**src/rtl/rf_pkg.sv**
```systemverilog
// Shared types and constants for the tree vote accumulator.
// Holds the accumulator state enum and the emission-spacing rules.
package rf_pkg;

    typedef enum logic {
        ACCUM = 1'b0,
        WAIT  = 1'b1
    } acc_state_t;

    localparam int CLF_MIN_SPACING = 5;
    localparam int RGS_SPACING     = 3;

    // Cycles the vote buffer needs between results: 2-cycle scan start plus one per label.
    function automatic int emit_spacing(input logic is_clf, input int n_labels);
        if (!is_clf) begin
            return RGS_SPACING;
        end
        return (n_labels + 2 > CLF_MIN_SPACING) ? n_labels + 2 : CLF_MIN_SPACING;
    endfunction

endpackage

```
**src/rtl/vote_accum_gap_timer.sv**
```systemverilog
// Emission gap down-counter: loads spacing-1 on emission, counts to zero.
// Latency: zero flag reflects the registered count; no backpressure (free-running).
// Backpressure: none; load has priority over the decrement.
module vote_accum_gap_timer #(
    parameter int W = 6
) (
    input  logic         clk,
    input  logic         rst_n,
    input  logic         load,
    input  logic [W-1:0] load_val,
    output logic         zero
);

    logic [W-1:0] gap;

    always_ff @(posedge clk or negedge rst_n) begin
        if (!rst_n) begin
            gap <= '0;
        end else if (load) begin
            gap <= load_val;
        end else if (gap != '0) begin
            gap <= gap - W'(1);
        end
    end

    assign zero = (gap == '0);

endmodule

```
**src/rtl/tree_vote_accum.sv**
```systemverilog
// Collects per-tree leaf results (label votes or regression sum) into a double-buffered result.
// Latency: result pulse 1 cycle after the final leaf when the gap timer is idle, else after it expires.
// Backpressure: o_leaf_rdy drops while a finished sample waits for the gap; VOTE_ACCUM_SATURATE_EN enables saturation.
module tree_vote_accum
    import rf_pkg::*;
#(
    parameter int N_LABELS       = 10,
    parameter int N_LABELS_WIDTH = 4,
    parameter int RES_WIDTH      = 16,
    parameter int N_TREES_WIDTH  = 8
) (
    input  logic                          clk,
    input  logic                          rst_n,
    input  logic                          i_sample_rst,
    input  logic [N_LABELS_WIDTH-1:0]     i_n_labels,
    input  logic [N_TREES_WIDTH-1:0]      i_n_trees,
    input  logic                          i_is_clf,
    input  logic                          i_leaf_vld,
    output logic                          o_leaf_rdy,
    input  logic [N_LABELS_WIDTH-1:0]     i_leaf_label,
    input  logic [RES_WIDTH-1:0]          i_leaf_value,
    output logic [N_LABELS*RES_WIDTH-1:0] o_clf_accum,
    output logic [RES_WIDTH-1:0]          o_rgs_accum,
    output logic                          o_accum_vld
);

    localparam int GAP_W = N_LABELS_WIDTH + 2;
    localparam int MSB   = RES_WIDTH - 1;

    logic [N_LABELS-1:0][RES_WIDTH-1:0] work_clf, work_clf_nxt, out_clf;
    logic [RES_WIDTH-1:0]               work_rgs, work_rgs_nxt, out_rgs, rgs_sum;
    logic [N_TREES_WIDTH-1:0]           tree_cnt, last_idx;
    logic [GAP_W-1:0]                   gap_load;
    acc_state_t                         state;
    logic                               leaf_rdy, accum_vld;
    logic                               accept, last_leaf, emit, gap_zero;

    assign last_idx  = (i_n_trees == '0) ? '0 : i_n_trees - N_TREES_WIDTH'(1);
    assign accept    = i_leaf_vld & leaf_rdy & ~i_sample_rst;
    assign last_leaf = accept & (tree_cnt == last_idx);
    assign emit      = ~i_sample_rst & gap_zero &
                       (((state == ACCUM) & last_leaf) | (state == WAIT));
    assign gap_load  = GAP_W'(emit_spacing(i_is_clf, int'(i_n_labels)) - 1);

    always_comb begin
        work_clf_nxt = work_clf;
        work_rgs_nxt = work_rgs;
        rgs_sum      = work_rgs + i_leaf_value;
`ifdef VOTE_ACCUM_SATURATE_EN
        // Same-sign operands with a sign flip in the result means signed overflow.
        if ((work_rgs[MSB] == i_leaf_value[MSB]) && (rgs_sum[MSB] != work_rgs[MSB])) begin
            rgs_sum = {work_rgs[MSB], {(RES_WIDTH-1){~work_rgs[MSB]}}};
        end
`endif
        if (accept) begin
            if (i_is_clf) begin
                for (int l = 0; l < N_LABELS; l++) begin
                    if ((i_leaf_label == N_LABELS_WIDTH'(l)) &&
                        (N_LABELS_WIDTH'(l) < i_n_labels)) begin
`ifdef VOTE_ACCUM_SATURATE_EN
                        if (work_clf[l] != '1) begin
                            work_clf_nxt[l] = work_clf[l] + RES_WIDTH'(1);
                        end
`else
                        work_clf_nxt[l] = work_clf[l] + RES_WIDTH'(1);
`endif
                    end
                end
            end else begin
                work_rgs_nxt = rgs_sum;
            end
        end
    end

    always_ff @(posedge clk or negedge rst_n) begin
        if (!rst_n) begin
            work_clf  <= '0;
            work_rgs  <= '0;
            out_clf   <= '0;
            out_rgs   <= '0;
            tree_cnt  <= '0;
            state     <= ACCUM;
            leaf_rdy  <= 1'b1;
            accum_vld <= 1'b0;
        end else begin
            accum_vld <= emit;
            if (i_sample_rst) begin
                work_clf <= '0;
                work_rgs <= '0;
                tree_cnt <= '0;
                state    <= ACCUM;
                leaf_rdy <= 1'b1;
            end else if (emit) begin
                // In WAIT no leaf is accepted, so the _nxt values equal the held working state.
                out_clf  <= work_clf_nxt;
                out_rgs  <= work_rgs_nxt;
                work_clf <= '0;
                work_rgs <= '0;
                tree_cnt <= '0;
                state    <= ACCUM;
                leaf_rdy <= 1'b1;
            end else if (last_leaf) begin
                work_clf <= work_clf_nxt;
                work_rgs <= work_rgs_nxt;
                tree_cnt <= '0;
                state    <= WAIT;
                leaf_rdy <= 1'b0;
            end else if (accept) begin
                work_clf <= work_clf_nxt;
                work_rgs <= work_rgs_nxt;
                tree_cnt <= tree_cnt + N_TREES_WIDTH'(1);
            end
        end
    end

    vote_accum_gap_timer #(
        .W(GAP_W)
    ) u_gap_timer (
        .clk      (clk),
        .rst_n    (rst_n),
        .load     (emit),
        .load_val (gap_load),
        .zero     (gap_zero)
    );

    assign o_leaf_rdy  = leaf_rdy;
    assign o_accum_vld = accum_vld;
    assign o_clf_accum = out_clf;
    assign o_rgs_accum = out_rgs;

endmodule

```
**config.mk**
```make
export PLATFORM = sky130hd
export DESIGN_NAME = tree_vote_accum
export DESIGN_NICKNAME = d
export VERILOG_FILES = /design/src/rtl/rf_pkg.sv /design/src/rtl/vote_accum_gap_timer.sv /design/src/rtl/tree_vote_accum.sv
export SDC_FILE = /design/constraint.sdc
export NUM_CORES = 1
export LEC_CHECK = 0
export ABC_AREA = 1
export BUFFER_PORTS_ARGS = -buffer_cell sky130_fd_sc_hd__buf_2
export CELL_PAD_IN_SITES_DETAIL_PLACEMENT = 0
export CELL_PAD_IN_SITES_GLOBAL_PLACEMENT = 1
export CORE_MARGIN = 2
export CORE_UTILIZATION = 46
export CTS_BUF_LIST = sky130_fd_sc_hd__clkbuf_2
export CTS_CLUSTER_DIAMETER = 150
export DETAILED_ROUTE_END_ITERATION = 6
export PLACE_DENSITY_LB_ADDON = 0.1
export SYNTH_ARGS = -nofsm -noshare
export SYNTH_HDL_FRONTEND = slang
export SYNTH_SLANG_ARGS = --single-unit
export TNS_END_PERCENT = 20
```
**constraint.sdc**
```tcl
create_clock -name clk -period 2.45 [get_ports clk]
set_input_delay 0.245 -clock clk [delete_from_list [all_inputs] [get_ports clk]]
set_output_delay 0.245 -clock clk [all_outputs]
set_load 0.01 [all_outputs]
```
==> results_dict.tcl, run 1 <==
set metrics [dict create \
    status "complete, no violations" \
    netlist_area_sq_mm 0.01823 \
    path_delay_family "buffers and inverters" \
    initial_core_util_pct 46.84 \
    grt_first_pass_wirelength_mm 75.22 \
    die_w_um 203.1 \
    ys_warn_count 0 \
    p_int_uw 8053 \
    htreeDepth 3 \
    cap_violations 0 \
    postSynthAreaPerCell_sq_um 8.615 \
    grt_pass1_vias 14990 \
    wl_mm 45.31 \
    cts_max_path_buffers 3 \
    setup_tns_ps 0 \
    clkSlewWorstSetupHoldPaths_ps 110 \
    hold_path.class "in -> reg" \
    dieArea_sq_mm 0.04124 \
    finalHoldViolCount 0 \
    sequentialPowerShare_pct 55.1 \
    relSlewSlack_pct 43.19 \
    core_area_sq_mm 0.03892 \
    cts_made_buffers 97 \
    io_buffers 214 \
    antenna_found_initial 9 \
    worstPathArrival_ps 3330 \
    grt_max_degree 178 \
    power.leakage_uw 0.01098 \
    grt_setup_unrepaired "true" \
    clock.fmax_ghz 0.4204 \
    row_count 72 \
    finClkSkew_ps 93.99 \
    total_power_uw 11280 \
    grt_usage_pct 22.60 \
    postSynthRegisterBits 369 \
    drc 0 \
    cpPeakStageDelay_ps 590 \
    cp-start-kind "primary input" \
    cts_root_buf "clkbuf_2" \
    yosysSeqAreaShare_pct 50.66 \
    multi_input_area_sq_mm 0.007792 \
    place.gp.congestion 0.8681 \
    synth_flop_cell "dfrtp_1" \
    combPwrFrac_pct 8.0 \
    period_share_pct 97.09 \
    synth_cell_type_count 49 \
    crit_path_end_kind "flop" \
    worst-endpoint-required_ps 3400 \
    clk_latency_ps 1010 \
    crit_buf_inv 4 \
    fp.dieH_um 203.1 \
    final_cell_area_sq_mm 0.02156 \
    setup-violations-final 0 \
    power_per_cell_area_mw_per_mm2 523.4 \
    final_nets 2512 \
    hold_ws_ps 124.3 \
    crit_chain "dlygate4sd3_1, buf_2, nand3_1, dlygate4sd3_1, o21ai_0, nor2_1, nor3_1, ha_1, nand2_1, nor2_1, xor2_1, dlygate4sd3_1, nor2_1, nor2_1" \
    final-seq-area_sq_mm 0.009238 \
    layout_setup_ws_ps 71.22 \
    swShare_pct 28.62 \
    critPathSlowestCell "dlygate4sd3_1" \
    p_switching_uw 3229 \
    drtIter0Drc 630 \
    syn_to_final_growth_pct 18.25 \
    wire_per_inst_um 14.91 \
    power.clock.fraction_pct 36.9 \
    cts_sinks 369 \
    async_flop_share_pct 100.0 \
    place_ws_ps -21.51 \
    drt_pass1_iterations 5 \
    ir_drop_mv 0.2448 \
    vias 14960 \
    antenna_left 0 \
    crit_fanout 7 \
    cts_tree "done" \
    drive_gt1_share_pct 19.55 \
    tightest_slew_ps 852.1 \
    hpwl_mm 31.12 \
    synth-edff-count 0 \
    crit_top_cell "nor2_1" \
    via_per_inst 4.923 \
    fillers 3816 \
    place_area_sq_mm 0.02016 \
    slew_violations 0 \
    synthCells 2116 \
    synth_fp_nets 2185 \
    period_needed_ps 2379 \
    path_class "in -> reg" \
    boundaryPins 215 \
    grt_overflow 0 \
]
logic make-up after synthesis:
logic type / Yosys count / share of synthesized area, %
DFF: 369 / 50.66
AOI/OAI and AO/OA: 194 / 5.580
and+or+nand+nor: 1050 / 25.88
buffers and inverters: 294 / 7.063
muxes: 10 / 0.5491
adders and majority gates: 32 / 2.238
xor gates and xnor gates: 167 / 8.024
per-layer routing:
metal / GRT usage [%] / wire length [um] / up-vias
met1: 31.31 / 21130 / 7058
li1: - / - / 7513
met4: 7.977 / 1145 / 2
met5: 0 / 13 / -
met3: 4.575 / 2083 / 80
met2: 35.38 / 20930 / 304
power by group through the flow:
| stage | registers, uW | logic, uW | clock network, uW |
|---|---|---|---|
| finish | 6220 | 903 | 4160 |
| global placement | 6330 | 820 | 0 |
| CTS | 6210 | 903 | 4370 |
| detailed placement | 6330 | 835 | 0 |
| floorplan | 6320 | 507 | 0 |
| global route | 6230 | 1040 | 4690 |
final cells by class:
cell class              instances  share of cell area, %
clock inverters                40                 0.9229
multi-input cells            1453                  36.15
inverters                     207                  3.639
clock buffers                 128                  2.972
repair buffers                315                  10.36
diodes                          8                0.09287
well taps                     518                  3.007
flip-flops and latches        369                  42.85
worst reg2reg max path, stage by stage (launching register included):
cell           delay (ps)
dfrtp_1               430
nand3b_1              170
nand2_1               110
nand3_1               150
dlygate4sd3_1         590
o21ai_0               150
dlygate4sd3_1         570
nand3_1                70
cells in the mapped netlist (all sizes together), types with 4 or more instances:
cell,count,area (sq um)
xnor2,59,516.8
o21ai,153,773.2
dfrtp,368,9209
nor4,6,43.79
clkbuf,34,127.6
nor2,183,799.5
nand4,48,327.8
a21oi,28,140.1
ha,31,387.9
inv,203,762.0
nand2,548,2122
o21bai,4,33.78
nand3,86,452.9
nor3,156,805.8
a21o,4,30.03
nand3b,15,112.6
mux2i,10,100.1
xor2,108,945.9
buf,53,380.4
clkinv,4,17.52
layout by cell type, fill, tap and decap left out, drive strengths merged, types with 8 or more instances in the layout:
cell and instances:
xnor2 59, dfrtp 368, buf 273, clkinv 37
o21ai 153, a21oi 28, nor3 156, diode 8
inv 207, clkbuf 128, nand2 548, mux2i 10
nand4 48, nand3 86, dlygate4sd3 42, xor2 108
nor2 183, nand3b 15, ha 31
worst paths after layout:
kind,start,end,slack [ps],cells after the start
worst max-delay path,i_n_labels[3],u_gap_timer.gap[4],70,14
worst min-delay path,i_n_trees[5],state,120,9
worst max register to register,tree_cnt[7],o_leaf_rdy,110,7
worst min register to register,o_clf_accum[136],o_clf_accum[136],480,2
max in group asynchronous,rst_n,o_clf_accum[10],1520,4
min in group asynchronous,rst_n,work_clf[33],520,4
stage by stage:
step,utilization [%],instances
global route,55.39,3038
global placement,51.80,2817
CTS,55.14,3029
finish,55.39,3038
detailed placement,51.80,2817
floorplan,-,2116
timing repair:
action / in CTS / in global routing
resized for setup: 0 / 15
endpoints found under the setup margin: 0 / 48
hold buffers: 44 / 0
hold endpoints to repair: 702 / 0
setup buffers: 0 / 2
state kept, by name (all words and copies together) (netlist names):
| name | flops |
|---|---|
| o_clf_accum | 160 |
| work_clf | 160 |
| o_rgs_accum | 16 |
| work_rgs | 16 |
| tree_cnt | 8 |
| u_gap_timer.gap | 6 |
| o_accum_vld | 1 |
| o_leaf_rdy | 1 |
| state | 1 |
Note: power is estimated with default switching activity, not from simulation.
==> run 2, diff against run 1 <==
--- a/config.mk
+++ b/config.mk
@@ -9,12 +9,15 @@
 export BUFFER_PORTS_ARGS = -buffer_cell sky130_fd_sc_hd__buf_2
 export CELL_PAD_IN_SITES_DETAIL_PLACEMENT = 0
 export CELL_PAD_IN_SITES_GLOBAL_PLACEMENT = 1
+export CORE_ASPECT_RATIO = 0.7
 export CORE_MARGIN = 2
 export CORE_UTILIZATION = 46
 export CTS_BUF_LIST = sky130_fd_sc_hd__clkbuf_2
 export CTS_CLUSTER_DIAMETER = 150
 export DETAILED_ROUTE_END_ITERATION = 6
+export HOLD_SLACK_MARGIN = 0.02
 export PLACE_DENSITY_LB_ADDON = 0.1
+export SLEW_MARGIN = 20
 export SYNTH_ARGS = -nofsm -noshare
 export SYNTH_HDL_FRONTEND = slang
 export SYNTH_SLANG_ARGS = --single-unit
==> run 2 against run 1 <==
Effect of this change:
- power is 0.16% higher
- largest power group unchanged
- critical endpoint unchanged
- combinational power is 0.6% higher
- register-to-register slack better by 50 ps
- die area hardly changed
- non-clock buffer count is 5 lower
- sequential cell count stayed put
- highest routed layer is now met4
- sequential share of layout area is 0.25 points higher
- wire length is 1.3% higher
- hold slack better by 130 ps
- fmax is 1.8% lower
==> results_dict.tcl, run 2 (synthesis gave the netlist of run 1 again) <==
set metrics [dict create \
    power_per_cell_area_mw_per_mm2 527.4 \
    drt_pass1_iterations 5 \
    crit_chain "dlygate4sd3_1, buf_4, nand3_1, dlygate4sd3_1, o21ai_1, nor2_1, nor3_2, ha_2, nand2_1, nor2_2, xor2_1, dlygate4sd3_1, nor2_2, nor2_1" \
    ir_drop_mv 0.2657 \
    period_needed_ps 2422 \
    hold_path.class "in -> reg" \
    slew_violations 0 \
    drtIter0Drc 870 \
    final_cell_mix "nand2_1, dfrtp_1, buf_2, inv_1, nor2_1" \
    final_nets 2503 \
    cts_root_buf "clkbuf_2" \
    clkSlewWorstSetupHoldPaths_ps 100 \
    power.leakage_uw 0.01088 \
    setup_tns_ps 0 \
    drc 0 \
    io_buffers 214 \
    cts_sinks 369 \
    path_delay_family "buffers and inverters" \
    cp-start-kind "primary input" \
    crit_start "i_n_labels[2]" \
    min-delay-start "i_leaf_value[15]" \
    die_w_um 241.9 \
    final_common_cell "nand2_1" \
    cts_tree "done" \
    finalHoldViolCount 0 \
    core_area_sq_mm 0.03874 \
    period_share_pct 98.86 \
    place_area_sq_mm 0.01996 \
    status "complete, no violations" \
    grt_util_met2_pct 33.52 \
    crit_fanout 6 \
    grt_overflow 0 \
    setup-violations-final 0 \
    grt_max_degree 178 \
    cts_max_path_buffers 3 \
    dieArea_sq_mm 0.04126 \
    use_met1_pct 32.78 \
    htreeDepth 3 \
    final_cell_area_sq_mm 0.02143 \
    finClkSkew_ps 59.15 \
    antenna_found_initial 1 \
    grt_setup_unrepaired "true" \
    antenna_left 0 \
    grt_usage_pct 22.56 \
    crit_top_cell "dlygate4sd3_1" \
    drive_gt1_share_pct 18.48 \
    via_per_inst 4.916 \
    grt_first_pass_wirelength_mm 75.51 \
    hpwl_mm 30.74 \
    wl_mm 45.91 \
    relSlewSlack_pct 31.10 \
    final_util_pct 55.31 \
    cpPeakStageDelay_ps 580 \
    fillers 3675 \
    clock.fmax_ghz 0.4129 \
    grt_pass1_vias 14610 \
    tightest_slew_ps 1034 \
    row_count 60 \
    fp.dieH_um 170.6 \
    grt_busiest_layer "met2" \
    final-seq-area_sq_mm 0.009235 \
    reg2reg_setup_slack_ps 160 \
    critPathSlowestCell "dlygate4sd3_1" \
    worstPathArrival_ps 3310 \
    cap_violations 0 \
    total_power_uw 11300 \
    wire_per_inst_um 15.16 \
    reg2reg_from "o_leaf_rdy" \
    cts_made_buffers 93 \
    worst-endpoint-required_ps 3340 \
    vias 14890 \
    path_class "in -> reg" \
    initial_core_util_pct 47.06 \
    syn_to_final_growth_pct 17.54 \
    clk_latency_ps 1000 \
    multi_input_area_sq_mm 0.007782 \
    place.gp.congestion 0.8774 \
    met3_usage_pct 4.565 \
    dp_cells 2811 \
    crit_path_end_kind "flop" \
    stdcell_count 3029 \
    crit_buf_inv 4 \
    boundaryPins 215 \
]
-- run 2: layout make-up --
| class | instances | area share, % |
|---|---|---|
| inverter | 207 | 3.662 |
| multi-input combinational | 1453 | 36.32 |
| clock buffer | 121 | 2.826 |
| antenna | 2 | 0.02336 |
| clock inverter | 40 | 0.9694 |
| timing repair buffer | 310 | 10.02 |
| sequential | 369 | 43.10 |
| tap | 527 | 3.078 |
-- run 2: what timing repair did --
action | CTS | global route
setup buffers | 0 | 5
endpoints found under the hold margin | 684 | 0
gates resized for setup | 0 | 25
hold buffers | 50 | 0
setup endpoints to repair | 0 | 181
-- run 2: worst paths after layout --
path,end,depth (start not counted)
max in group asynchronous,work_clf[16],4
hold reg to reg,o_rgs_accum[10],2
min in group asynchronous,o_rgs_accum[4],4
setup / recovery,u_gap_timer.gap[4],14
setup reg to reg,work_clf[45],13
hold / removal,work_rgs[15],7
-- run 2: report_power, final --
group          internal [uW]  total (uW)  leakage [uW]  switching (uW)
Sequential              6160        6220       0.00514            59.6
Combinational            344         908       0.00515             564
Clock                   1570        4170      0.000602            2610
Total                   8070       11300        0.0109            3230
-- run 2: stage by stage --
step / worst slack (ps) / hold WS, ps
2_1_floorplan: 326.2 / -50.59
3_3_place_gp: 58.20 / 169.8
3_5_place_dp: 11.33 / 178.2
4_1_cts: 96.17 / 155.3
5_1_grt: -72.57 / 164.8
6_report: 27.93 / 258.1
-- run 2: worst min-delay path, stage by stage --
cell and delay (ps):
dlygate4sd3_1 520, buf_2 120, nand2_1 60, nand4_1 70
nand2_1 70, nand2_1 60, nor2_1 30
-- run 2: per-layer routing --
metal,up-vias,share of wire [%]
met4,0,2.5
met1,7020,50
li1,7481,-
met3,85,4.7
met5,-,0
met2,304,43
==> run 3, diff against run 2 <==
--- a/config.mk
+++ b/config.mk
@@ -11,10 +11,11 @@
 export CELL_PAD_IN_SITES_GLOBAL_PLACEMENT = 1
 export CORE_ASPECT_RATIO = 0.7
 export CORE_MARGIN = 2
-export CORE_UTILIZATION = 46
+export CORE_UTILIZATION = 49
 export CTS_BUF_LIST = sky130_fd_sc_hd__clkbuf_2
 export CTS_CLUSTER_DIAMETER = 150
 export DETAILED_ROUTE_END_ITERATION = 6
+export GPL_TIMING_DRIVEN = 0
 export HOLD_SLACK_MARGIN = 0.02
 export PLACE_DENSITY_LB_ADDON = 0.1
 export SLEW_MARGIN = 20
==> constraint.sdc (replaced) <==
create_clock -name clk -period 3.1 [get_ports clk]
set_input_delay 0.31 -clock clk [delete_from_list [all_inputs] [get_ports clk]]
set_output_delay 0.31 -clock clk [all_outputs]
set_load 0.01 [all_outputs]
==> run 3 against run 2 <==
Effect of this change:
- via count grew 3.0%
- die area shrank 6.0%
- largest power group unchanged
- clock skew grew 31 ps
- highest routed layer unchanged
- combinational power shrank 22%
- critical endpoint is now work_clf[71]
- critical path depth grew 2
- sequential cell count is the same
- largest cell class unchanged
- power shrank 21%
==> results_dict.tcl, run 3 (synthesis gave the netlist of run 1 again) <==
set metrics [dict create \
    status "complete, no violations" \
    grt_first_pass_wirelength_mm 80.55 \
    worstPathArrival_ps 3780 \
    place_ws_ps 225.0 \
    htreeDepth 3 \
    grt_overflow 0 \
    drtIter0Drc 1059 \
    grt_setup_unrepaired "false" \
    wl_met2_mm 21.26 \
    crit_fanout 10 \
    row_count 59 \
    grt_max_degree 97 \
    boundaryPins 215 \
    final_nets 2534 \
    drc 0 \
    vias 15340 \
    cts_setup_buffers 0 \
    finalHoldViolCount 0 \
    cts_made_buffers 89 \
    cp-start-kind "primary input" \
    ir_drop_mv 0.2585 \
    die_w_um 234.5 \
    initial_core_util_pct 49.39 \
    cts_sinks 369 \
    critPathSlowestCell "dlygate4sd3_1" \
    setup-violations-final 0 \
    syn_to_final_growth_pct 16.95 \
    final_cell_mix "nand2_1, dfrtp_1, buf_2, inv_1, nor2_1" \
    fp.dieH_um 165.4 \
    clk_latency_ps 1030 \
    layout_setup_ws_ps 140.8 \
    cts_tree "done" \
    path_class "in -> reg" \
    fillers 3509 \
    power.leakage_uw 0.01090 \
    grt_pass1_vias 14800 \
    clkSlewWorstSetupHoldPaths_ps 110 \
    cpPeakStageDelay_ps 580 \
    crit_path_end_kind "flop" \
    cap_violations 0 \
    dieArea_sq_mm 0.03878 \
    io_buffers 212 \
    crit_chain "dlygate4sd3_1, buf_2, inv_1, nand3_1, o21ai_1, dlygate4sd3_1, nand3b_1, dlygate4sd3_1, nand2_1, nand3_1, o21bai_2, nand2_2, inv_2, buf_4, buf_2, nor3_1" \
    total_power_uw 8938 \
    multi_input_area_sq_mm 0.007746 \
    place_area_sq_mm 0.02002 \
    core_area_sq_mm 0.03691 \
    wl_met3_mm 2.827 \
    tightest_slew_ps 1065 \
    antenna_found_initial 1 \
    maxUsedRoutingLayer "met4" \
    via_per_inst 5.082 \
    crit_top_cell "dlygate4sd3_1" \
    finClkSkew_ps 90.50 \
    period_share_pct 95.46 \
    drive_gt1_share_pct 18.86 \
    path_delay_family "buffers and inverters" \
    final_util_pct 57.76 \
    setup_tns_ps 0 \
    hpwl_mm 36.65 \
    cts_root_buf "clkbuf_2" \
    final_cell_area_sq_mm 0.02132 \
    reg2reg_setup_slack_ps 190 \
    relSlewSlack_pct 28.98 \
    final-seq-area_sq_mm 0.009235 \
    wire_per_inst_um 16.86 \
    cts_max_path_buffers 3 \
    drt_pass1_iterations 6 \
    final_common_cell "nand2_1" \
    slew_violations 0 \
    worst-endpoint-required_ps 3920 \
    period_needed_ps 2959 \
    grt_usage_pct 26.94 \
    crit_buf_inv 8 \
    clock.fmax_ghz 0.3379 \
    power_per_cell_area_mw_per_mm2 419.3 \
    wl_met1_mm 25.61 \
    hold_path.class "in -> reg" \
    antenna_left 0 \
    place.gp.congestion 0.8907 \
    wl_mm 50.88 \
]
run 3: routing by layer:
layer,GRT usage [%],vias to the layer above
met5,0,-
met4,8.576,0
met3,5.323,85
met2,38.11,409
met1,41.24,7314
li1,-,7530
run 3: layout make-up:
class,count,share of cell area (%)
Clock buffer,125,2.935
Inverter,207,3.657
Sequential cell,369,43.32
Clock inverter,30,0.8980
Timing Repair Buffer,258,7.595
Antenna cell,1,0.01174
Multi-Input combinational cell,1453,36.34
Buffer,87,2.383
Tap cell,488,2.864
run 3: worst paths after layout:
| check | cells past startpoint | start | end |
|---|---|---|---|
| worst max-delay path | 16 | i_n_trees[6] | work_clf[71] |
| worst min-delay path | 7 | i_leaf_value[4] | work_rgs[4] |
| worst max register to register | 14 | work_rgs[5] | work_rgs[15] |
| worst min register to register | 2 | o_clf_accum[80] | o_clf_accum[80] |
| max in group asynchronous | 5 | rst_n | o_clf_accum[79] |
| min in group asynchronous | 4 | rst_n | o_clf_accum[128] |
run 3: through the flow:
stage               instances  hold WS, ps
floorplan                2116        14.41
global route             3018        89.42
finish                   3018        75.50
global placement         2816        458.1
detailed placement       2820        317.3
CTS                      3017        25.29
run 3: repair_timing:
item                       in CTS  in global routing
gates resized for setup         0                 10
hold endpoints to repair      489                  0
hold buffers                   42                  0
setup endpoints to repair       0                  1
run 3: worst min-delay path: cells and delay by family:
kind	cells	cell delay, ps
adders and majority gates	1	150
buffers and inverters	2	160
AOI/OAI and AO/OA	1	150
xor gates and xnor gates	1	150
and+or+nand+nor	2	130
run 3: power breakdown:
part	total, uW	internal [uW]	switching (uW)
Clock	3310	1270	2040
Combinational	709	258	451
Sequential	4920	4870	51.3
